File: src/rtl/puf_pkg.sv
`timescale 1ns/100ps
`default_nettype none
// +----------------------------------------------------------------------------+
// | Module   : puf_pkg                                                         |
// | Brief    : Shared types for the RO PUF response reader.                    |
// | Revision : 1.0                                                             |
// +----------------------------------------------------------------------------+
package puf_pkg;

    localparam int CHALLENGE_W = 12;
    localparam int CFG_W       = 3;

    typedef enum logic [2:0] {
        IDLE   = 3'd0,
        SETTLE = 3'd1,
        COUNT  = 3'd2,
        STOP   = 3'd3,
        DONE   = 3'd4
    } rd_state_t;

    typedef struct packed {
        logic [CFG_W-1:0] sel_b;
        logic [CFG_W-1:0] bx_b;
        logic [CFG_W-1:0] sel_a;
        logic [CFG_W-1:0] bx_a;
    } challenge_t;

endpackage
`default_nettype wire

File: src/rtl/ro_edge_counter.sv
`timescale 1ns/100ps
`default_nettype none
// +----------------------------------------------------------------------------+
// | Module   : ro_edge_counter                                                 |
// | Brief    : Synchronizes an oscillator output, detects rising edges and     |
// |            counts them with saturation.                                    |
// | Revision : 1.0                                                             |
// +----------------------------------------------------------------------------+
module ro_edge_counter #(
    parameter int CNT_W       = 16,
    parameter int SYNC_STAGES = 2
) (
    input  logic             clk,
    input  logic             rst_n,
    input  logic             i_ro,
    input  logic             i_clr,
    input  logic             i_en,
    output logic [CNT_W-1:0] o_count
);

    localparam logic [CNT_W-1:0] C_CNT_MAX = '1;

    (* ASYNC_REG = "TRUE" *) logic [SYNC_STAGES-1:0] r_sync;
    logic             r_prev;
    logic [CNT_W-1:0] r_count;
    logic             w_rise;

    always_ff @(posedge clk) begin
        if (!rst_n) begin
            r_sync <= '0;
            r_prev <= 1'b0;
        end else begin
            r_sync <= {r_sync[SYNC_STAGES-2:0], i_ro};
            r_prev <= r_sync[SYNC_STAGES-1];
        end
    end

    assign w_rise = r_sync[SYNC_STAGES-1] & ~r_prev;

    always_ff @(posedge clk) begin
        if (!rst_n || i_clr) begin
            r_count <= '0;
        end else if (i_en && w_rise && (r_count != C_CNT_MAX)) begin
            r_count <= r_count + 1'b1;
        end
    end

    assign o_count = r_count;

endmodule
`default_nettype wire

File: src/rtl/ro_response_reader.sv
`timescale 1ns/100ps
`default_nettype none
// +----------------------------------------------------------------------------+
// | Module   : ro_response_reader                                              |
// | Brief    : Runs one challenge on a ring-oscillator pair, counts edges over |
// |            a fixed gate window and produces one response bit.             |
// | Revision : 1.0                                                             |
// +----------------------------------------------------------------------------+
module ro_response_reader
    import puf_pkg::*;
#(
    parameter int WINDOW_CYC  = 4096,
    parameter int SETTLE_CYC  = 16,
    parameter int CNT_W       = 16,
    parameter int SYNC_STAGES = 2
) (
    input  logic                   CLK,
    input  logic                   RST_N,
    input  logic                   START,
    input  logic [CHALLENGE_W-1:0] CHALLENGE,
    output logic                   BUSY,
    output logic                   RO_EN,
    output logic [CFG_W-1:0]       SEL_A,
    output logic [CFG_W-1:0]       BX_A,
    output logic [CFG_W-1:0]       SEL_B,
    output logic [CFG_W-1:0]       BX_B,
    input  logic                   RO_A,
    input  logic                   RO_B,
    output logic                   RESP,
    output logic                   TIE,
    output logic                   RESP_VALID,
    input  logic                   RESP_READY,
    output logic [CNT_W-1:0]       COUNT_A,
    output logic [CNT_W-1:0]       COUNT_B
);

    localparam int C_TMR_MAX = (WINDOW_CYC > SETTLE_CYC) ? WINDOW_CYC : SETTLE_CYC;
    localparam int C_TMR_W   = $clog2(C_TMR_MAX + 1);
    localparam logic [C_TMR_W-1:0] C_SETTLE_LAST = C_TMR_W'(SETTLE_CYC - 1);
    localparam logic [C_TMR_W-1:0] C_WINDOW_LAST = C_TMR_W'(WINDOW_CYC - 1);

    rd_state_t        r_state;
    rd_state_t        w_state_nxt;
    logic [C_TMR_W-1:0] r_tmr;
    challenge_t       r_cfg;
    logic             r_ro_en;
    logic             r_resp;
    logic             r_tie;
    logic [CNT_W-1:0] r_count_a;
    logic [CNT_W-1:0] r_count_b;
    logic [CNT_W-1:0] w_cnt_a;
    logic [CNT_W-1:0] w_cnt_b;
    logic             w_cnt_clr;
    logic             w_cnt_en;

    always_ff @(posedge CLK) begin
        if (!RST_N) begin
            r_state <= IDLE;
        end else begin
            r_state <= w_state_nxt;
        end
    end

    always_comb begin
        w_state_nxt = r_state;
        w_cnt_clr   = 1'b0;
        w_cnt_en    = 1'b0;
        case (r_state)
            IDLE: begin
                w_cnt_clr = 1'b1;
                if (START) w_state_nxt = SETTLE;
            end
            SETTLE: begin
                w_cnt_clr = 1'b1;
                if (r_tmr == C_SETTLE_LAST) w_state_nxt = COUNT;
            end
            COUNT: begin
                w_cnt_en = 1'b1;
                if (r_tmr == C_WINDOW_LAST) w_state_nxt = STOP;
            end
            STOP:    w_state_nxt = DONE;
            DONE:    if (RESP_READY) w_state_nxt = IDLE;
            default: w_state_nxt = IDLE;
        endcase
    end

    // Timer restarts on every state change so SETTLE and COUNT each start at zero.
    always_ff @(posedge CLK) begin
        if (!RST_N || (w_state_nxt != r_state)) begin
            r_tmr <= '0;
        end else if ((r_state == SETTLE) || (r_state == COUNT)) begin
            r_tmr <= r_tmr + 1'b1;
        end
    end

    always_ff @(posedge CLK) begin
        if (!RST_N) begin
            r_cfg   <= '0;
            r_ro_en <= 1'b0;
        end else begin
            if ((r_state == IDLE) && START) begin
                r_cfg <= challenge_t'(CHALLENGE);
            end
            r_ro_en <= (w_state_nxt == SETTLE) || (w_state_nxt == COUNT);
        end
    end

    ro_edge_counter #(
        .CNT_W       (CNT_W),
        .SYNC_STAGES (SYNC_STAGES)
    ) u_cnt_a (
        .clk     (CLK),
        .rst_n   (RST_N),
        .i_ro    (RO_A),
        .i_clr   (w_cnt_clr),
        .i_en    (w_cnt_en),
        .o_count (w_cnt_a)
    );

    ro_edge_counter #(
        .CNT_W       (CNT_W),
        .SYNC_STAGES (SYNC_STAGES)
    ) u_cnt_b (
        .clk     (CLK),
        .rst_n   (RST_N),
        .i_ro    (RO_B),
        .i_clr   (w_cnt_clr),
        .i_en    (w_cnt_en),
        .o_count (w_cnt_b)
    );

    always_ff @(posedge CLK) begin
        if (!RST_N) begin
            r_count_a <= '0;
            r_count_b <= '0;
            r_resp    <= 1'b0;
            r_tie     <= 1'b0;
        end else if (r_state == STOP) begin
            r_count_a <= w_cnt_a;
            r_count_b <= w_cnt_b;
            r_resp    <= (w_cnt_a > w_cnt_b);
            r_tie     <= (w_cnt_a == w_cnt_b);
        end
    end

    assign BUSY       = (r_state != IDLE);
    assign RESP_VALID = (r_state == DONE);
    assign RO_EN      = r_ro_en;
    assign SEL_A      = r_cfg.sel_a;
    assign BX_A       = r_cfg.bx_a;
    assign SEL_B      = r_cfg.sel_b;
    assign BX_B       = r_cfg.bx_b;
    assign RESP       = r_resp;
    assign TIE        = r_tie;
    assign COUNT_A    = r_count_a;
    assign COUNT_B    = r_count_b;

endmodule
`default_nettype wire

File: config.mk
export PLATFORM = sky130hd
export DESIGN_NAME = ro_response_reader
export DESIGN_NICKNAME = d
export VERILOG_FILES = /design/src/rtl/puf_pkg.sv /design/src/rtl/ro_edge_counter.sv /design/src/rtl/ro_response_reader.sv
export SDC_FILE = /design/constraint.sdc
export NUM_CORES = 1
export LEC_CHECK = 0
export ABC_CLOCK_PERIOD_IN_PS = 5700
export CAP_MARGIN = 20
export CELL_PAD_IN_SITES_DETAIL_PLACEMENT = 1
export CELL_PAD_IN_SITES_GLOBAL_PLACEMENT = 1
export CORE_ASPECT_RATIO = 1.25
export CORE_MARGIN = 2
export CORE_UTILIZATION = 44
export CTS_CLUSTER_DIAMETER = 80
export DETAILED_ROUTE_END_ITERATION = 10
export HOLD_SLACK_MARGIN = 0.12
export PLACE_DENSITY = 0.89
export RECOVER_POWER = 50
export SYNTH_ARGS = -nofsm -noshare
export SYNTH_HDL_FRONTEND = slang
export SYNTH_HIERARCHICAL = 1
export SYNTH_SLANG_ARGS = --single-unit
File: constraint.sdc
create_clock -name CLK -period 5.7 [get_ports CLK]
set_clock_uncertainty 0.15 [all_clocks]
set_input_delay 1.14 -clock CLK [delete_from_list [all_inputs] [get_ports CLK]]
set_output_delay 1.14 -clock CLK [all_outputs]
set_load 0.005 [all_outputs]
==> results of run 1 <==
## placed cells by master (no fill, tap or decap), types with 5 or more instances in the layout
cell type / synthesis / final
a211oi_1: 6 / 6
a21boi_0: 43 / 46
a21oi_1: 28 / 28
and2_1: 9 / 6
buf_4: 0 / 5
clkbuf_16: 0 / 9
clkdlybuf4s50_1: 0 / 18
dfxtp_1: 101 / 101
dlygate4sd3_1: 0 / 48
ha_1: 19 / 19
inv_1: 23 / 23
mux2i_1: 11 / 11
nand2_1: 123 / 123
nand2b_1: 7 / 7
nand3_1: 17 / 17
nand4_1: 11 / 11
nor2_1: 17 / 17
nor2b_1: 5 / 5
nor3_1: 13 / 13
nor4_1: 8 / 8
o21ai_0: 19 / 19
o31ai_1: 8 / 8
or3_1: 11 / 11
or4_1: 10 / 10
xnor2_1: 5 / 5
xor2_1: 5 / 5
## sequential cells by signal, indices dropped and copies added (netlist names), 2 cells and up
name             count
BX_A                 3
BX_B                 3
COUNT_A             16
COUNT_B             16
SEL_A                3
SEL_B                3
r_state              3
r_tmr               13
u_cnt_a/o_count     16
u_cnt_a/r_sync       2
u_cnt_b/o_count     16
u_cnt_b/r_sync       2
## where the power goes
group | internal, mW | switching [mW] | leakage (nW) | total, mW
logic | 0.0316 | 0.0276 | 1.11 | 0.0592
clock network | 0.301 | 0.279 | 0.138 | 0.580
registers | 0.714 | 0.00664 | 0.817 | 0.721
total | 1.05 | 0.313 | 2.06 | 1.36
## layout make-up
class / instances / share of cell area [%]
Inverter: 23 / 1.474
Clock buffer: 10 / 3.909
Tap cell: 132 / 2.820
Sequential cell: 101 / 34.52
Clock inverter: 6 / 0.7691
Timing Repair Buffer: 73 / 12.05
Multi-Input combinational cell: 426 / 44.46
## routing by layer
metal	GRT usage (%)	share of wire, %
met2	43.75	51
met1	26.93	40
met3	6.048	5.7
met5	0	0
met4	10.59	2.9
## worst reg2reg max path, cell delays in order, from the launching register on
cell,delay [ns]
dfxtp_1,0.59
inv_1,0.14
nor3_1,0.58
nand3b_1,0.37
or4b_4,0.66
or4_1,0.49
a21oi_1,0.16
## logic make-up after synthesis
| family | after synthesis | share of synthesized area [%] |
|---|---|---|
| AND/OR/NAND/NOR | 256 | 26.82 |
| AO/OA/AOI/OAI | 130 | 18.29 |
| flip-flops | 101 | 41.92 |
| buffers and inverters | 49 | 3.943 |
| adder cells (fa/ha/maj) | 19 | 4.929 |
| multiplexers | 11 | 2.283 |
| XOR/XNOR | 10 | 1.816 |
## per-stage QoR
stage,hold slack [ns],cells,util (%),setup slack [ns],total power [mW]
final,0.3024,771,55.17,1.943,1.360
after global routing,0.3171,771,55.17,1.670,1.406
after CTS,0.3022,771,55.32,2.405,1.378
after detailed placement,0.2854,755,52.73,2.067,0.8006
after global placement,0.2654,755,52.73,2.151,0.7975
after floorplan,0.2618,576,-,3.238,0.7652
## final timing paths
check | to | slack (ns)
setup reg to reg | u_cnt_b/o_count[15]$_SDFFE_PP0P_ | 2.49
hold / removal | u_cnt_a/r_sync[1]$_SDFF_PN0_ | 0.30
hold reg to reg | u_cnt_a/r_sync[1]$_SDFF_PN0_ | 0.30
setup / recovery | u_cnt_a/o_count[7]$_SDFFE_PP0P_ | 1.94
==> results_dict.tcl, run 1 <==
set metrics [dict create \
    crit_path_max_incr_delay_ns 0.99 \
    crit_buf_inv 2 \
    syn_to_final_growth_pct 21.43 \
    ys_top_cells_by_area "dfxtp_1, nand2_1, a21boi_0" \
    synthTopCellsByCount "nand2_1, dfxtp_1, a21boi_0, a21oi_1, inv_1" \
    ys_ff_latch 101 \
    finalCritPeriodShare_pct 65.91 \
    min_period_ns 3.757 \
    seq_area_mm2 0.002022 \
    post_drt_wl_per_cell_um 18.10 \
    async_reset_ff_share_pct 0 \
    start_util_pct 45.44 \
    ys_types 51 \
    reg2regPathDepth 6 \
    leakage_nw 2.064 \
    ioPinCount 67 \
    synthesis.nets 613 \
    grt_pass1_vias 4765 \
    vias 4545 \
    crit_arrival_ns 3.88 \
    die_x_um 97.65 \
    p_per_area_mw_per_mm2 232.1 \
    drive_gt1_share_pct 4.382 \
    critical_path_class "in2reg" \
    clk_latency_ns 0.35 \
    antenna_found_initial 0 \
    fmax_ghz 0.2662 \
    worstSetupEndpointType "register" \
    rsz0062_at_grt "false" \
    synth_largest_area_cell "dfxtp_1" \
    grt_pass1_wl_mm 23.36 \
    status "complete, no violations" \
    hp-start "u_cnt_a/r_sync[0]$_SDFF_PN0_" \
    rows 42 \
    port_buffers 66 \
    maxCapViolations 0 \
    slew_violations 0 \
    drt-total-wl_mm 13.96 \
    final_nets 671 \
    syn_area_mm2 0.004823 \
    crit_cells 5 \
    worstHoldPathCells 1 \
    netlist.area_leader.share_pct 41.92 \
    hp-class "reg2reg" \
    cts_resized 0 \
    hpwl_mm 10.13 \
    cts_setup_buffers 0 \
    drt_first_pass_iters 5 \
    multi_input_area_mm2 0.002604 \
    cts_sinks 101 \
    ir_drop_mv 0.1274 \
    ant_nets 0 \
    num-fill-cells 1293 \
    yosysSeqAreaShare_pct 41.92 \
    synth_most_common_cell "nand2_1" \
    tns_ns 0 \
    startpoint_type "primary input" \
    cp_top_family "buffers and inverters" \
    clk_pin_slew_worst_paths_ns 0.07 \
    hold_buffers 0 \
    yosys_warnings 6 \
    clock_path_buffers 2 \
    fp.dieArea_mm2 0.01182 \
    numCtsBuffers 9 \
    fp.dieH_um 121.1 \
    worst_pin_slew_ns 0.9649 \
    crit_path_max_fanout 22 \
    clockRootBuffer "clkbuf_16" \
    max-slew-margin-rel_pct 35.24 \
    diodes 0 \
    grt_overflow 0 \
    place_congestion 0.8348 \
    worst_path_max_delay_cell "dlygate4sd3_1" \
    setup_viol 0 \
    synth_ff_type "dfxtp_1" \
    syn_area_per_cell_um2 8.374 \
    h-tree-depth 3 \
    drc_errors 0 \
    vias_per_cell 5.895 \
    crit_required_ns 5.83 \
    r2r-start "r_state[1]$_SDFF_PN0_" \
    finalHoldViolations 0 \
    finish.instance_area_mm2 0.005857 \
    crit_start "RST_N" \
    first_iter_violations 205 \
    grt.total_usage_pct 24.25 \
    path_cells "dlygate4sd3_1 -> clkbuf_1 -> nand2b_1 -> or4_1 -> o21ai_0" \
    synth-edff-count 0 \
    post_dp_cell_area_mm2 0.005598 \
    syn-instance-count 576 \
    grt_max_degree 37 \
    cts_tree "yes" \
    coreArea_mm2 0.01062 \
]
(Power assumes the default switching activity.)
==> inputs of run 2 (changes only) <==
Settings changed: ABC_CLOCK_PERIOD_IN_PS 5700 to 3300, CORE_UTILIZATION 44 to 37, PLACE_DENSITY 0.89 to 0.8.
Clock period 5.7 ns to 3.3 ns, I/O delays scaled along.
==> results_dict.tcl, run 2 (same netlist as run 1, synthesis figures left out) <==
set metrics [dict create \
    drc_errors 0 \
    slew_violations 0 \
    drt_first_pass_iters 4 \
    rsz0062_at_grt "false" \
    crit_arrival_ns 3.15 \
    post_dp_cell_area_mm2 0.005650 \
    leakage_nw 2.085 \
    ir_drop_mv 0.2012 \
    crit_buf_inv 1 \
    finish.instance_area_mm2 0.005944 \
    final_cell_mix "nand2_1, dfxtp_1, dlygate4sd3_1, a21boi_0, a21oi_1" \
    dpl_worst_slack_ns 0.3235 \
    fp.dieH_um 131.7 \
    cts_sinks 101 \
    numCtsBuffers 9 \
    hp-class "reg2reg" \
    syn_to_final_growth_pct 23.24 \
    vias 4425 \
    critical_path_class "reg2reg" \
    maxCapViolations 0 \
    finalCritPeriodShare_pct 92.19 \
    diodes 0 \
    cts_setup_buffers 0 \
    setup_slack_ns 0.2576 \
    final_cells 808 \
    drt-total-wl_mm 13.98 \
    hpwl_mm 10.09 \
    grt_pass1_vias 4683 \
    vias_per_cell 5.476 \
    worst_path_max_delay_cell "or4b_4" \
    drive_gt1_share_pct 5.000 \
    startpoint_type "register" \
    clk_pin_slew_worst_paths_ns 0.07 \
    max-slew-margin-rel_pct 31.32 \
    ioPinCount 67 \
    hold_buffers 0 \
    final_common_cell "nand2_1" \
    fmax_ghz 0.3287 \
    p_per_area_mw_per_mm2 404.6 \
    dp.cells 792 \
    start_util_pct 37.92 \
    rows 46 \
    grt.total_usage_pct 20.73 \
    post_drt_wl_per_cell_um 17.30 \
    grt_overflow 0 \
    tns_ns 0 \
    place_congestion 0.8829 \
    status "complete, no violations" \
    crit_required_ns 3.41 \
    h-tree-depth 3 \
    ant_nets 0 \
    clockRootBuffer "clkbuf_16" \
    first_iter_violations 143 \
    finalHoldViolations 0 \
    antenna_found_initial 0 \
    cp_top_family "simple AND/OR/NAND/NOR gates" \
    coreArea_mm2 0.01272 \
    die_x_um 106.1 \
    worst_pin_slew_ns 1.023 \
    final_nets 672 \
    fp.dieArea_mm2 0.01397 \
    cts_tree "yes" \
    crit_path_max_incr_delay_ns 0.64 \
    setup_viol 0 \
    power_mw 2.405 \
    port_buffers 66 \
    worstSetupEndpointType "register" \
    crit_path_max_fanout 12 \
    clk_latency_ns 0.35 \
    clock_path_buffers 2 \
    min_period_ns 3.042 \
    path_cells "inv_1 -> nor3_1 -> nand3b_1 -> or4b_4 -> or4_1 -> a21oi_1" \
    cts_resized 0 \
    grt_max_degree 42 \
    grt_pass1_wl_mm 23.48 \
]
run 2: cell types whose count changed in the layout (fill, tap and decap cells not counted), moves of 2 or more:
cell      delta
and2_1       -2
clkbuf_8     +4
clkbuf_1     -2
and2_0       +2
inv_6        -3
buf_4        +2
run 2: final cells by class:
class	count	area, um2
Tap cell	168	210.2
Multi-Input combinational cell	426	2611
Sequential cell	101	2022
Inverter	23	86.33
Clock inverter	3	17.52
Clock buffer	13	280.3
Fill cell	1530	6775
Timing Repair Buffer	74	716.9
run 2: worst paths after layout:
path                                              startpoint                               end  slack [ns]  cells past startpoint
worst min register to register  u_cnt_a/r_sync[0]$_SDFF_PN0_      u_cnt_a/r_sync[1]$_SDFF_PN0_        0.29                      1
worst max register to register         r_state[1]$_SDFF_PN0_  u_cnt_b/o_count[15]$_SDFFE_PP0P_        0.26                      6
worst min-delay path            u_cnt_a/r_sync[0]$_SDFF_PN0_      u_cnt_a/r_sync[1]$_SDFF_PN0_        0.29                      1
worst max-delay path                   r_state[1]$_SDFF_PN0_  u_cnt_b/o_count[15]$_SDFFE_PP0P_        0.26                      6
run 2: worst register-to-register path, stage by stage (launching register included):
cell,delay [ns]
dfxtp_1,0.57
inv_1,0.15
nor3_1,0.49
nand3b_1,0.30
or4b_4,0.64
or4_1,0.49
a21oi_1,0.17
run 2: power by group:
group / internal [mW] / switching [mW] / total [mW] / leakage (nW)
registers: 1.23 / 0.0108 / 1.24 / 0.817
logic: 0.0556 / 0.0515 / 0.107 / 1.12
clock network: 0.592 / 0.462 / 1.05 / 0.148
total: 1.88 / 0.524 / 2.41 / 2.09
run 2: metrics by stage:
step / hold WS (ns) / utilization, %
finish: 0.2901 / 46.73
global route: 0.3158 / 46.73
CTS: 0.2907 / 46.76
detailed placement: 0.2746 / 44.42
global placement: 0.2699 / 44.42
floorplan: 0.2618 / -
run 2: per-layer routing:
| layer | vias up | global-route usage (%) | wire [um] |
|---|---|---|---|
| met5 | - | 0 | 0 |
| met4 | 0 | 8.114 | 235 |
| met3 | 21 | 2.629 | 431 |
| met2 | 82 | 36.43 | 7208 |
| met1 | 2160 | 25.40 | 6105 |
| li1 | 2162 | - | - |
